File: config.mk
export PLATFORM = sky130hd
export DESIGN_NAME = spi_cmd_deframer
export DESIGN_NICKNAME = d
export VERILOG_FILES = /design/src/rtl/spi_cmd_deframer.sv
export SDC_FILE = /design/constraint.sdc
export NUM_CORES = 1
export LEC_CHECK = 0
export CAP_MARGIN = 30
export CORE_ASPECT_RATIO = 0.9
export CORE_MARGIN = 5
export CORE_UTILIZATION = 30
export DETAILED_ROUTE_END_ITERATION = 8
export PLACE_DENSITY = 0.56
export SYNTH_ARGS = -nofsm -noshare
export SYNTH_HDL_FRONTEND = slang
export SYNTH_SLANG_ARGS = --single-unit
File: constraint.sdc
create_clock -name w_SPI_Clk -period 2.6 [get_ports w_SPI_Clk]
set_input_delay 0.78 -clock w_SPI_Clk [delete_from_list [all_inputs] [get_ports w_SPI_Clk]]
set_output_delay 0.78 -clock w_SPI_Clk [all_outputs]
set_load 0.05 [all_outputs]
File: src/rtl/spi_cmd_deframer.sv
// spi_cmd_deframer: MOSI-side command deframer for the SPI slave.
// Runs on the SPI sampling clock. The first byte of each chip-select frame
// is a header {rw, addr[6:0]}. Later bytes are write data, or dummy bytes
// that pace read prefetches. Completion events are toggles so that a
// system-clock consumer can pick them up with a 2-FF sync plus edge detect.
//
// Build option: define SPI_CMD_DEFRAMER_ADDR_INC_EN to step the address by
// one for each data byte. Without it, every data byte of a frame uses the
// header address (FIFO-port style).
//
// state      | meaning
// -----------+----------------------------------------------------------
// ST_HDR     | assembling the header byte of the frame
// ST_DATA    | assembling data / dummy bytes, burst limit not yet reached
// ST_OVERRUN | MAX_BURST data bytes done; remaining bits are ignored

module spi_cmd_deframer #(
   parameter int MAX_BURST = 16
) (
   input  logic       w_SPI_Clk,
   input  logic       i_Rst_L,
   input  logic       i_SPI_CS_n,
   input  logic       i_SPI_MOSI,
   output logic       o_Cmd_Valid,
   output logic       o_Cmd_Write,
   output logic [6:0] o_Addr,
   output logic [7:0] o_Wr_Data,
   output logic       o_Wr_Toggle,
   output logic       o_Rd_Toggle,
   output logic [7:0] o_Byte_Count,
   output logic       o_Frame_Err
);

   typedef enum logic [1:0] {
      ST_HDR     = 2'd0,
      ST_DATA    = 2'd1,
      ST_OVERRUN = 2'd2
   } state_t;

   localparam logic [7:0] MAX_B = 8'(MAX_BURST);

   state_t     state;
   state_t     state_nxt;
   logic [2:0] bit_cnt;
   logic [6:0] shift;
   logic [6:0] base_addr;

   logic       frame_rst_b;
   logic       byte_done;
   logic [7:0] byte_in;
   logic [7:0] cnt_inc;
   logic [6:0] addr_wr;
   logic [6:0] addr_rd_next;

   logic       hdr_done;
   logic       data_done;
   logic       wr_evt;
   logic       rd_evt;
   logic       err_set;
   logic       err_clr;

   // Per-frame state is cleared either by reset or by chip select going
   // high. Both clear to zero, so a single combined async clear is enough.
   assign frame_rst_b = i_Rst_L & ~i_SPI_CS_n;

   assign byte_done = (bit_cnt == 3'd7);
   assign byte_in   = {shift, i_SPI_MOSI};
   assign cnt_inc   = o_Byte_Count + 8'd1;

`ifdef SPI_CMD_DEFRAMER_ADDR_INC_EN
   assign addr_wr      = base_addr + o_Byte_Count[6:0];
   assign addr_rd_next = base_addr + cnt_inc[6:0];
`else
   assign addr_wr      = base_addr;
   assign addr_rd_next = base_addr;
`endif

   // State register and per-frame counters, cleared asynchronously on CS_n high
   always_ff @(posedge w_SPI_Clk or negedge frame_rst_b) begin
      if (!frame_rst_b) begin
         state        <= ST_HDR;
         bit_cnt      <= 3'd0;
         shift        <= 7'd0;
         o_Cmd_Valid  <= 1'b0;
         o_Byte_Count <= 8'd0;
      end else begin
         state   <= state_nxt;
         bit_cnt <= bit_cnt + 3'd1;
         shift   <= byte_in[6:0];
         if (hdr_done)
            o_Cmd_Valid <= 1'b1;
         if (data_done)
            o_Byte_Count <= cnt_inc;
      end
   end

   // Next-state decode
   always_comb begin
      state_nxt = state;
      case (state)
         ST_HDR:     if (byte_done) state_nxt = ST_DATA;
         ST_DATA:    if (byte_done && (cnt_inc == MAX_B)) state_nxt = ST_OVERRUN;
         ST_OVERRUN: state_nxt = ST_OVERRUN;
         default:    state_nxt = ST_HDR;
      endcase
   end

   // Event strobes for the byte-complete edge
   always_comb begin
      hdr_done  = (state == ST_HDR)  && byte_done;
      data_done = (state == ST_DATA) && byte_done;
      wr_evt    = data_done && o_Cmd_Write;
      rd_evt    = (hdr_done && !byte_in[7])
                  || (data_done && !o_Cmd_Write && (cnt_inc < MAX_B));
      err_set   = data_done && (cnt_inc == MAX_B);
      // The first edge of a frame is the only edge seen in ST_HDR with bit 0.
      err_clr   = (state == ST_HDR) && (bit_cnt == 3'd0) && !i_SPI_CS_n;
   end

   // Consumer-facing registers that must survive CS_n high
   always_ff @(posedge w_SPI_Clk or negedge i_Rst_L) begin
      if (!i_Rst_L) begin
         o_Cmd_Write <= 1'b0;
         base_addr   <= 7'd0;
         o_Addr      <= 7'd0;
         o_Wr_Data   <= 8'd0;
         o_Wr_Toggle <= 1'b0;
         o_Rd_Toggle <= 1'b0;
         o_Frame_Err <= 1'b0;
      end else begin
         if (hdr_done) begin
            o_Cmd_Write <= byte_in[7];
            base_addr   <= byte_in[6:0];
         end
         if (wr_evt) begin
            o_Wr_Data   <= byte_in;
            o_Addr      <= addr_wr;
            o_Wr_Toggle <= ~o_Wr_Toggle;
         end
         if (rd_evt) begin
            o_Addr      <= hdr_done ? byte_in[6:0] : addr_rd_next;
            o_Rd_Toggle <= ~o_Rd_Toggle;
         end
         if (err_clr)
            o_Frame_Err <= 1'b0;
         else if (err_set)
            o_Frame_Err <= 1'b1;
      end
   end

endmodule

==> metrics.csv, run 1 <==
stage,metric,value,unit
pwr,p_leak,1.12,nW
finish,area_growth,27.2,%
synthesis,postSynthAreaPerCell,14.3,um2
clock_network,clock_sink_count,47,
setup_path,crit_family,buffers and inverters,
sta,timing.final.ws_setup,0.137,ns
detailed_routing,totalWireLength,4010,um
floorplan,die_x,96.8,um
run,max-cap-violations,0,
global_routing,grt_pass1_vias,1365,
pwr,irDropWorstVdd,0.000259,V
place,port_buffers,31,
worst_hold_path,hp-start,shift[4]$_DFF_PN0_,
detailed_routing,first_pass_iters,4,
setup_path,cp.arrival,1.68,ns
floorplan,top_level_ports,32,
sta,skew,0.0133,ns
setup_path,path_class,register to output port,
synthesis,synth-main-ff-cell,dfrtp_1,
place,dp_slack,0.144,ns
synthesis,mappedNetlistArea,2030,um2
synthesis,synth_edf_count,0,
floorplan,start_util,0.309,
setup_path,endpoint_kind,output port,
detailed_routing,vias,1224,
pwr,p_per_area,587,nW/um2
setup_path,critPathBufInv,1,
finish,layout-drive-gt1-share,0.203,
setup_path,cp-startpoint,o_Byte_Count[4]$_DFFE_PN0N_,
clock_network,ctsHtreeMaxLevel,2,
setup_path,cp_max_fo,9,
finish,final_cells,272,
sta,min_period,2.46,ns
setup_path,regToRegStartpoint,o_Byte_Count[1]$_DFFE_PN0N_,
place,hpwl,2950,um
finish,nets,193,
worst_hold_path,hold_path.class,register to register,
global_routing,grt_pass1_wl,6870,um
global_routing,antenna_found_initial,0,
clock_network,cts_tree,yes,
clock_network,clkTransAtPathRegs,0.08,ns
sta,tightestPinTransition,0.611,ns
detailed_routing,ant_nets,0,
synthesis,yosys.area.top_type_share,0.578,
global_routing,grt_max_degree,27,
sta,rsz0062_at_grt,false,
setup_path,max_stage_delay,0.87,ns
finish,num_antenna_cells,0,
synthesis,synth_top_cell_by_area,dfrtp_1,
floorplan,dieArea,8530,um2
clock_network,clock-root-buffer,clkbuf_8,
synthesis,async_reset_ff_frac,1.00,
setup_path,cp_cell_sequence,clkdlybuf4s50_1,
synthesis,yosysWarnings,0,
clock_network,clk_latency,0.30,ns
detailed_routing,drtIter0Drc,77,
synthesis,synthesis.nets,153,
pwr,finalPower,0.00152,W
floorplan,core-area,6590,um2
global_routing,grt_overflow_total,0,
setup_path,slowest_stage,clkdlybuf4s50_1,
clock_network,clockBufferDepth,2,
synthesis,synth_common_cells,"dfrtp_1, mux2_1, mux2_2",
synthesis,synth-seq-cells,47,
sta,drv_slew,0,
detailed_routing,wl_per_cell,14.8,um
place,gp_congestion,0.742,
sta,tns,0,ns
run_status,status,completed,
sta,report.final.setup_viol,0,
floorplan,row_count,28,
setup_path,cp_data_required_time,1.82,ns
sta,hold_viol_final,0,
synthesis,synth_cell_types,33,
synthesis,yosysSeqAreaShare,0.578,
place,dp_cells,264,
synthesis,synthTopCellsByArea,"dfrtp_1, mux2_1, mux2_2, mux2_4, ha_1",
detailed_routing,drc,0,
setup_path,worstSetupStartpointType,register,
sta,max_freq,0.406,GHz
global_routing,grt_util_all_layers,0.103,
synthesis,synthCells,142,
floorplan,die_h,88.1,um
sta,slew_headroom,0.591,
sta,period_share,0.947,
detailed_routing,vias_per_cell,4.50,
synthesis,post-synth-top-count-cell,dfrtp_1,
clock_network,numCtsBuffers,5,
-- timing repair --
| action | CTS | global route |
|---|---|---|
| hold buffers | 0 | 0 |
| resized for setup | 0 | 1 |
| endpoints found under the setup margin | 0 | 7 |
| setup buffers | 0 | 1 |
-- sequential cells by signal, summed over array words and instances (netlist names) --
signal,cells
addr_rd_next,7
state,2
o_Byte_Count,8
o_Wr_Toggle,1
o_Rd_Toggle,1
o_Addr,7
o_Cmd_Valid,1
o_Wr_Data,8
o_Cmd_Write,1
shift,7
o_Frame_Err,1
bit_cnt,3
-- final timing paths --
check | slack [ns] | end | cells after the start
setup / recovery | 0.14 | o_Byte_Count[4] | 1
hold / removal | 0.41 | shift[5]$_DFF_PN0_ | 0
setup reg to reg | 0.19 | o_Addr[4]$_DFFE_PN0P_ | 6
hold reg to reg | 0.41 | shift[5]$_DFF_PN0_ | 0
max in group asynchronous | 1.13 | o_Byte_Count[3]$_DFFE_PN0N_ | 3
min in group asynchronous | 0.93 | o_Wr_Data[6]$_DFFE_PN0P_ | 2
-- stage by stage --
stage	instance area, um2	hold WS, ns	util
2_1_floorplan	2030	0.361	-
4_1_cts	2580	0.412	0.391
3_5_place_dp	2480	0.392	0.377
5_1_grt	2590	0.430	0.393
3_3_place_gp	2480	0.388	0.377
6_report	2590	0.407	0.393
-- report_power, final --
group	internal (W)	leakage [nW]	switching (W)	total [W]
clock network	0.000214	0.0477	0.000235	0.000449
logic	0.0000998	0.504	0.000167	0.000267
registers	0.000775	0.566	0.0000268	0.000802
total	0.00109	1.12	0.000429	0.00152
-- kinds of logic (layout without fill, tap and decap cells) --
group | after synthesis | after routing | synth area share
AOI/OAI and AO/OA | 14 | 14 | 0.0603
xor gates and xnor gates | 10 | 10 | 0.0431
adders and majority gates | 7 | 7 | 0.0431
buffers and inverters | 9 | 49 | 0.0209
DFF | 47 | 47 | 0.578
muxes | 32 | 32 | 0.190
and+or+nand+nor | 23 | 23 | 0.0640
-- cell type report --
type                       instances  area, um2
tap                               90        113
inverter                           5       18.8
sequential                        47       1180
timing repair buffer              37        368
multi-input combinational         86        820
fill                             649       4000
clock inverter                     1       8.76
clock buffer                       6       82.6
-- layer usage --
layer / routed length [um] / share of wire / global-route usage
met1: 1880 / 0.47 / 0.128
met2: 1930 / 0.48 / 0.166
met3: 152 / 0.038 / 0.0390
met4: 59 / 0.015 / 0.0370
met5: 0 / 0 / 0
-- placed cells by master, fill, tap and decap left out, drive strengths merged, types with 2 or more instances in the layout --
cell / Yosys / layout
nor3: 2 / 2
mux2: 32 / 32
xnor2: 6 / 6
o21ai: 3 / 3
clkbuf: 2 / 6
xor2: 4 / 4
nand3: 7 / 7
ha: 7 / 7
dfrtp: 47 / 47
inv: 5 / 6
nand2: 3 / 3
nor2: 4 / 4
a31oi: 2 / 2
clkdlybuf4s50: 0 / 31
a211o: 2 / 2
buf: 2 / 6
No activity file was read; power rests on OpenSTA's default activity.
==> run 2: changes to the inputs <==
CORE_UTILIZATION = 35   (was 30)
GPL_TIMING_DRIVEN = 0   (was default)
PLACE_DENSITY = 0.62   (was 0.56)
==> metrics.csv, run 2 (synthesized netlist as in run 1, its figures left out) <==
stage,metric,value,unit,change
clock_network,numCtsBuffers,5,,unchanged
place,hpwl,2900,um,-1.8%
clock_network,clockBufferDepth,2,,unchanged
setup_path,regToRegStartpoint,o_Byte_Count[0]$_DFFE_PN0N_,,
finish,area_growth,28.7,%,
detailed_routing,vias_per_cell,4.80,,+6.6%
global_routing,grt_pass1_vias,1341,,-1.8%
global_routing,grt_util_all_layers,0.115,,+0.0123
sta,drv_slew,0,,unchanged
pwr,swShare,0.280,,-0.00231
detailed_routing,first_pass_iters,4,,unchanged
run_status,status,completed,,
setup_path,reg2reg_slack,0.14,ns,-0.05 ns
worst_hold_path,hold_path.class,register to register,,
clock_network,clk_latency,0.31,ns,about the same
finish,final_cells,254,,-6.6%
floorplan,die_x,90.3,um,-6.6%
global_routing,grt_pass1_wl,6730,um,-2.0%
worst_hold_path,hold_depth,0,,unchanged
floorplan,core-area,5660,um2,-14%
setup_path,worstSetupStartpointType,register,,
detailed_routing,drtIter0Drc,71,,-7.8%
pwr,p_per_area,622,nW/um2,+6.0%
clock_network,ctsHtreeMaxLevel,2,,unchanged
finish,layout_commonest_cell,dfrtp_1,,
run,max-cap-violations,0,,unchanged
pwr,combPwrFrac,0.167,,-0.009
finish,post-route-util,0.462,,+0.0695
clock_network,clkTransAtPathRegs,0.09,ns,about the same
global_routing,antenna_found_initial,0,,unchanged
pwr,p_leak,1.14,nW,+2.3%
setup_path,cp_data_required_time,2.79,ns,+0.97 ns
finish,nets,194,,+0.52%
finish,final_cell_mix,"dfrtp_1, clkdlybuf4s50_1, mux2_1",,
sta,slew_headroom,0.573,,-0.0182
sta,max_freq,0.406,GHz,about the same
global_routing,grt_overflow_total,0,,unchanged
finish,layout-drive-gt1-share,0.207,,+0.00323
clock_network,clock-root-buffer,clkbuf_8,,
sta,report.final.setup_viol,0,,unchanged
floorplan,dieArea,7440,um2,-13%
detailed_routing,drc,0,,unchanged
setup_path,timing.rr.end,o_Addr[3]$_DFFE_PN0P_,,
pwr,finalPower,0.00163,W,+7.2%
sta,hold_viol_final,0,,unchanged
pwr,clkPwrFrac,0.340,,+0.044
pwr,p_int,0.00117,W,+7.5%
setup_path,worstRegToRegCells,6,,unchanged
worst_hold_path,hp-start,shift[4]$_DFF_PN0_,,
worst_hold_path,worstHoldEndpoint,shift[5]$_DFF_PN0_,,
setup_path,cp.arrival,2.65,ns,+0.97 ns
sta,period_share,0.946,,about the same
detailed_routing,ant_nets,0,,unchanged
place,dp_cells,245,,-7.2%
sta,rsz0062_at_grt,false,,
setup_path,endpoint_kind,register,,
setup_path,path_class,register to register,,
place,gp_congestion,0.779,,+4.9%
sta,skew,0.00902,ns,-0.00424 ns
sta,min_period,2.46,ns,-0.00234 ns
pwr,pwr-share-seq,0.493,,-0.035
pwr,p_sw,0.000456,W,+6.3%
sta,tightestPinTransition,0.638,ns,+0.0270 ns
global_routing,grt_max_degree,17,,-37%
finish,stdcell_area,2620,um2,+1.2%
floorplan,top_level_ports,32,,unchanged
detailed_routing,wl_per_cell,15.3,um,+3.6%
clock_network,clock_sink_count,47,,unchanged
detailed_routing,totalWireLength,3880,um,-3.3%
detailed_routing,vias,1218,,-0.49%
setup_path,cp_max_fo,8,,-1
finish,top_regs,"o_Byte_Count: 8 flops, o_Wr_Data: 8 flops",,
clock_network,cts_tree,yes,,
floorplan,start_util,0.359,,+0.0505
place,port_buffers,31,,unchanged
place,place_area,2490,um2,+0.15%
floorplan,row_count,26,,-7.1%
pwr,irDropWorstVdd,0.000298,V,+15%
finish,num_antenna_cells,0,,unchanged
floorplan,die_h,82.3,um,-6.6%
clock_network,hold_buffers,0,,unchanged
==> run 2: repair_timing <==
item	4_1_cts	5_1_grt
setup buffers	0	1
endpoints found under the setup margin	1	7
resized for setup	1	1
==> run 2: metal layers <==
layer  wire [um]  GRT usage  share of wire  up-vias
met5           0          0              0        -
met4          61     0.0461          0.016        0
met3          97     0.0344          0.025        6
met2        1980      0.202           0.51       16
met1        1740      0.134           0.45      609
li1            -          -              -      587
==> run 2: layout make-up <==
class                   instances  area [um2]
inverters                       5        18.8
repair buffers                 34         373
fillers                       535        3040
clock inverters                 3        47.5
flip-flops and latches         47        1180
well taps                      70        87.6
clock buffers                   5        68.8
multi-input cells              86         820
plain buffers                   4        25.0
==> run 2: per-stage QoR <==
step                hold slack [ns]  TNS, ns  setup slack, ns
finish                        0.397        0            0.140
global route                  0.418        0           0.0200
floorplan                     0.361        0           0.0101
global placement              0.382   -27.86            -1.33
detailed placement            0.382        0          0.00926
CTS                           0.403        0           0.0617
==> run 2: power by group through the flow <==
stage / registers, W / clock network [W] / logic [W]
detailed placement: 0.000817 / 0 / 0.000276
global placement: 0.000815 / 0 / 0.000261
floorplan: 0.000932 / 0 / 0.0000503
finish: 0.000802 / 0.000553 / 0.000272
CTS: 0.000803 / 0.000569 / 0.000277
global route: 0.000810 / 0.000600 / 0.000288
==> run 2: worst max path at each step <==
| stage | depth (start not counted) | slack [ns] | end | start |
|---|---|---|---|---|
| floorplan | 6 | 0.01 | o_Addr[0]$_DFFE_PN0P_ | o_Byte_Count[0]$_DFFE_PN0N_ |
| global placement | 2 | -1.33 | o_Byte_Count[7]$_DFFE_PN0N_ | i_Rst_L |
| detailed placement | 7 | 0.009 | o_Addr[6]$_DFFE_PN0P_ | bit_cnt[0]$_DFF_PN0_ |
| CTS | 6 | 0.06 | o_Addr[3]$_DFFE_PN0P_ | o_Byte_Count[0]$_DFFE_PN0N_ |
| global route | 6 | 0.02 | o_Addr[3]$_DFFE_PN0P_ | o_Byte_Count[0]$_DFFE_PN0N_ |
| finish | 6 | 0.14 | o_Addr[3]$_DFFE_PN0P_ | o_Byte_Count[0]$_DFFE_PN0N_ |
==> run 2: worst max-delay path: stages, from the launching register on <==
cell       delay (ns)
dfrtp_1          0.48
ha_2             0.27
a211o_1          0.26
a211o_1          0.33
a2111oi_2        0.38
o21bai_4         0.29
mux2_4           0.34
==> run 3: changes to the inputs <==
RECOVER_POWER = 25   (was default)
==> metrics.csv, run 3 (synthesized netlist as in run 1, its figures left out) <==
stage,metric,value,unit,change
clock_network,clock_sink_count,47,,unchanged
floorplan,start_util,0.359,,unchanged
clock_network,clock-root-buffer,clkbuf_8,,
global_routing,antenna_found_initial,0,,unchanged
finish,layout-drive-gt1-share,0.201,,-0.00543
detailed_routing,wl_met1,1750,um,+0.57%
sta,drv_slew,0,,unchanged
finish,n_fill_cell,537,,+0.37%
finish,final_cells,254,,unchanged
detailed_routing,first_pass_iters,4,,unchanged
clock_network,cts_tree,yes,,
detailed_routing,wl_per_cell,15.3,um,+0.28%
finish,top_regs,"o_Byte_Count: 8 flops, o_Wr_Data: 8 flops",,
finish,area_growth,28.3,%,
floorplan,row_count,26,,unchanged
sta,skew,0.00951,ns,+0.000484 ns
detailed_routing,drc,0,,unchanged
detailed_routing,vias_per_cell,4.79,,-0.16%
run,max-cap-violations,0,,unchanged
worst_hold_path,hold_path.class,register to register,,
sta,period_share,0.946,,about the same
place,dp_slack,0.00926,ns,unchanged
run_status,status,completed,,
detailed_routing,drtIter0Drc,69,,-2.8%
finish,num_antenna_cells,0,,unchanged
place,port_buffers,31,,unchanged
place,place_area,2490,um2,unchanged
detailed_routing,met2WireLength,1980,um,unchanged
finish,nets,194,,unchanged
detailed_routing,vias,1216,,-0.16%
setup_path,cp_max_fo,8,,unchanged
setup_path,cp.arrival,2.65,ns,about the same
setup_path,cp_data_required_time,2.79,ns,about the same
clock_network,clkTransAtPathRegs,0.09,ns,about the same
global_routing,grt_pass1_wl,6730,um,unchanged
global_routing,grt_overflow_total,0,,unchanged
floorplan,die_x,90.3,um,unchanged
finish,layout_commonest_cell,dfrtp_1,,
clock_network,hold_buffers,0,,unchanged
place,dp_cells,245,,unchanged
pwr,irDropWorstVdd,0.000297,V,-0.26%
global_routing,grt_pass1_vias,1341,,unchanged
place,hpwl,2900,um,unchanged
sta,max_freq,0.406,GHz,about the same
sta,tightestPinTransition,0.645,ns,+0.00628 ns
clock_network,numCtsBuffers,5,,unchanged
sta,min_period,2.46,ns,-0.000283 ns
sta,slew_headroom,0.569,,-0.00427
global_routing,grt_max_degree,17,,unchanged
finish,stdcell_area,2610,um2,-0.29%
pwr,p_per_area,623,nW/um2,+0.24%
floorplan,core-area,5660,um2,unchanged
place,gp_congestion,0.779,,unchanged
setup_path,worstSetupStartpointType,register,,
setup_path,path_class,register to register,,
sta,report.final.setup_viol,0,,unchanged
detailed_routing,ant_nets,0,,unchanged
floorplan,top_level_ports,32,,unchanged
finish,multi_input_area,812,um2,-0.92%
clock_network,ctsHtreeMaxLevel,2,,unchanged
finish,ff_latch_area,1180,um2,unchanged
clock_network,clk_latency,0.31,ns,about the same
sta,hold_viol_final,0,,unchanged
pwr,finalPower,0.00163,W,about the same
floorplan,dieArea,7440,um2,unchanged
sta,rsz0062_at_grt,false,,
global_routing,grt_util_all_layers,0.115,,unchanged
sta,timing.final.ws_setup,0.140,ns,+0.000283 ns
pwr,p_leak,1.13,nW,-1.4%
detailed_routing,totalWireLength,3890,um,+0.28%
finish,final_cell_mix,"dfrtp_1, clkdlybuf4s50_1, mux2_1",,
floorplan,die_h,82.3,um,unchanged
clock_network,clockBufferDepth,2,,unchanged
detailed_routing,top_layer_used,met4,,
detailed_routing,met3_length,97,um,unchanged
setup_path,endpoint_kind,register,,
run 3: cell types whose count changed in the layout (fill, tap and decap cells not counted), sizes merged:
cell,before,now
clkdlybuf4s50,31,29
dlygate4sd3,0,2
run 3: what timing repair did:
item,4_1_cts,5_1_grt
gates resized for setup,1,1
setup buffers,0,1
setup endpoints to repair,1,7
endpoints found under the hold margin,0,0
run 3: worst paths after layout:
check,slack (ns),start,cells after the start,end
max,0.14,o_Byte_Count[0]$_DFFE_PN0N_,6,o_Addr[3]$_DFFE_PN0P_
min,0.40,shift[4]$_DFF_PN0_,0,shift[5]$_DFF_PN0_
max reg2reg,0.14,o_Byte_Count[0]$_DFFE_PN0N_,6,o_Addr[3]$_DFFE_PN0P_
max in group asynchronous,0.50,i_Rst_L,4,o_Byte_Count[5]$_DFFE_PN0N_
min reg2reg,0.40,shift[4]$_DFF_PN0_,0,shift[5]$_DFF_PN0_
min in group asynchronous,0.89,i_SPI_CS_n,2,bit_cnt[0]$_DFF_PN0_
run 3: critical path, stage by stage, from the launching register on:
cell       delay, ns
dfrtp_1         0.47
ha_2            0.27
a211o_1         0.26
a211o_1         0.33
a2111oi_2       0.38
o21bai_4        0.29
mux2_4          0.34
run 3: metal layers:
layer  up-vias  track usage
met5         -            0
met2        16        0.202
met4         0       0.0461
met3         6       0.0344
met1       607        0.134
li1        587            -
run 3: cell type report:
type / instances / area share
inverters: 5 / 0.00719
repair buffers: 34 / 0.143
clock inverters: 3 / 0.0182
flip-flops and latches: 47 / 0.451
multi-input cells: 86 / 0.311
clock buffers: 5 / 0.0264
well taps: 70 / 0.0336
plain buffers: 4 / 0.00959
run 3: metrics by stage:
step	TNS [ns]	util	hold WS, ns
final	0	0.461	0.397
after global routing	0	0.461	0.418
after CTS	0	0.460	0.403
after detailed placement	0	0.440	0.382
after global placement	-27.86	0.429	0.382
after floorplan	0	-	0.361
run 3: report_power, final:
part           internal [W]  total (W)  switching [W]
Clock              0.000292   0.000553       0.000261
Sequential         0.000775   0.000802      0.0000269
Combinational      0.000104   0.000272       0.000168
Total               0.00117    0.00163       0.000456
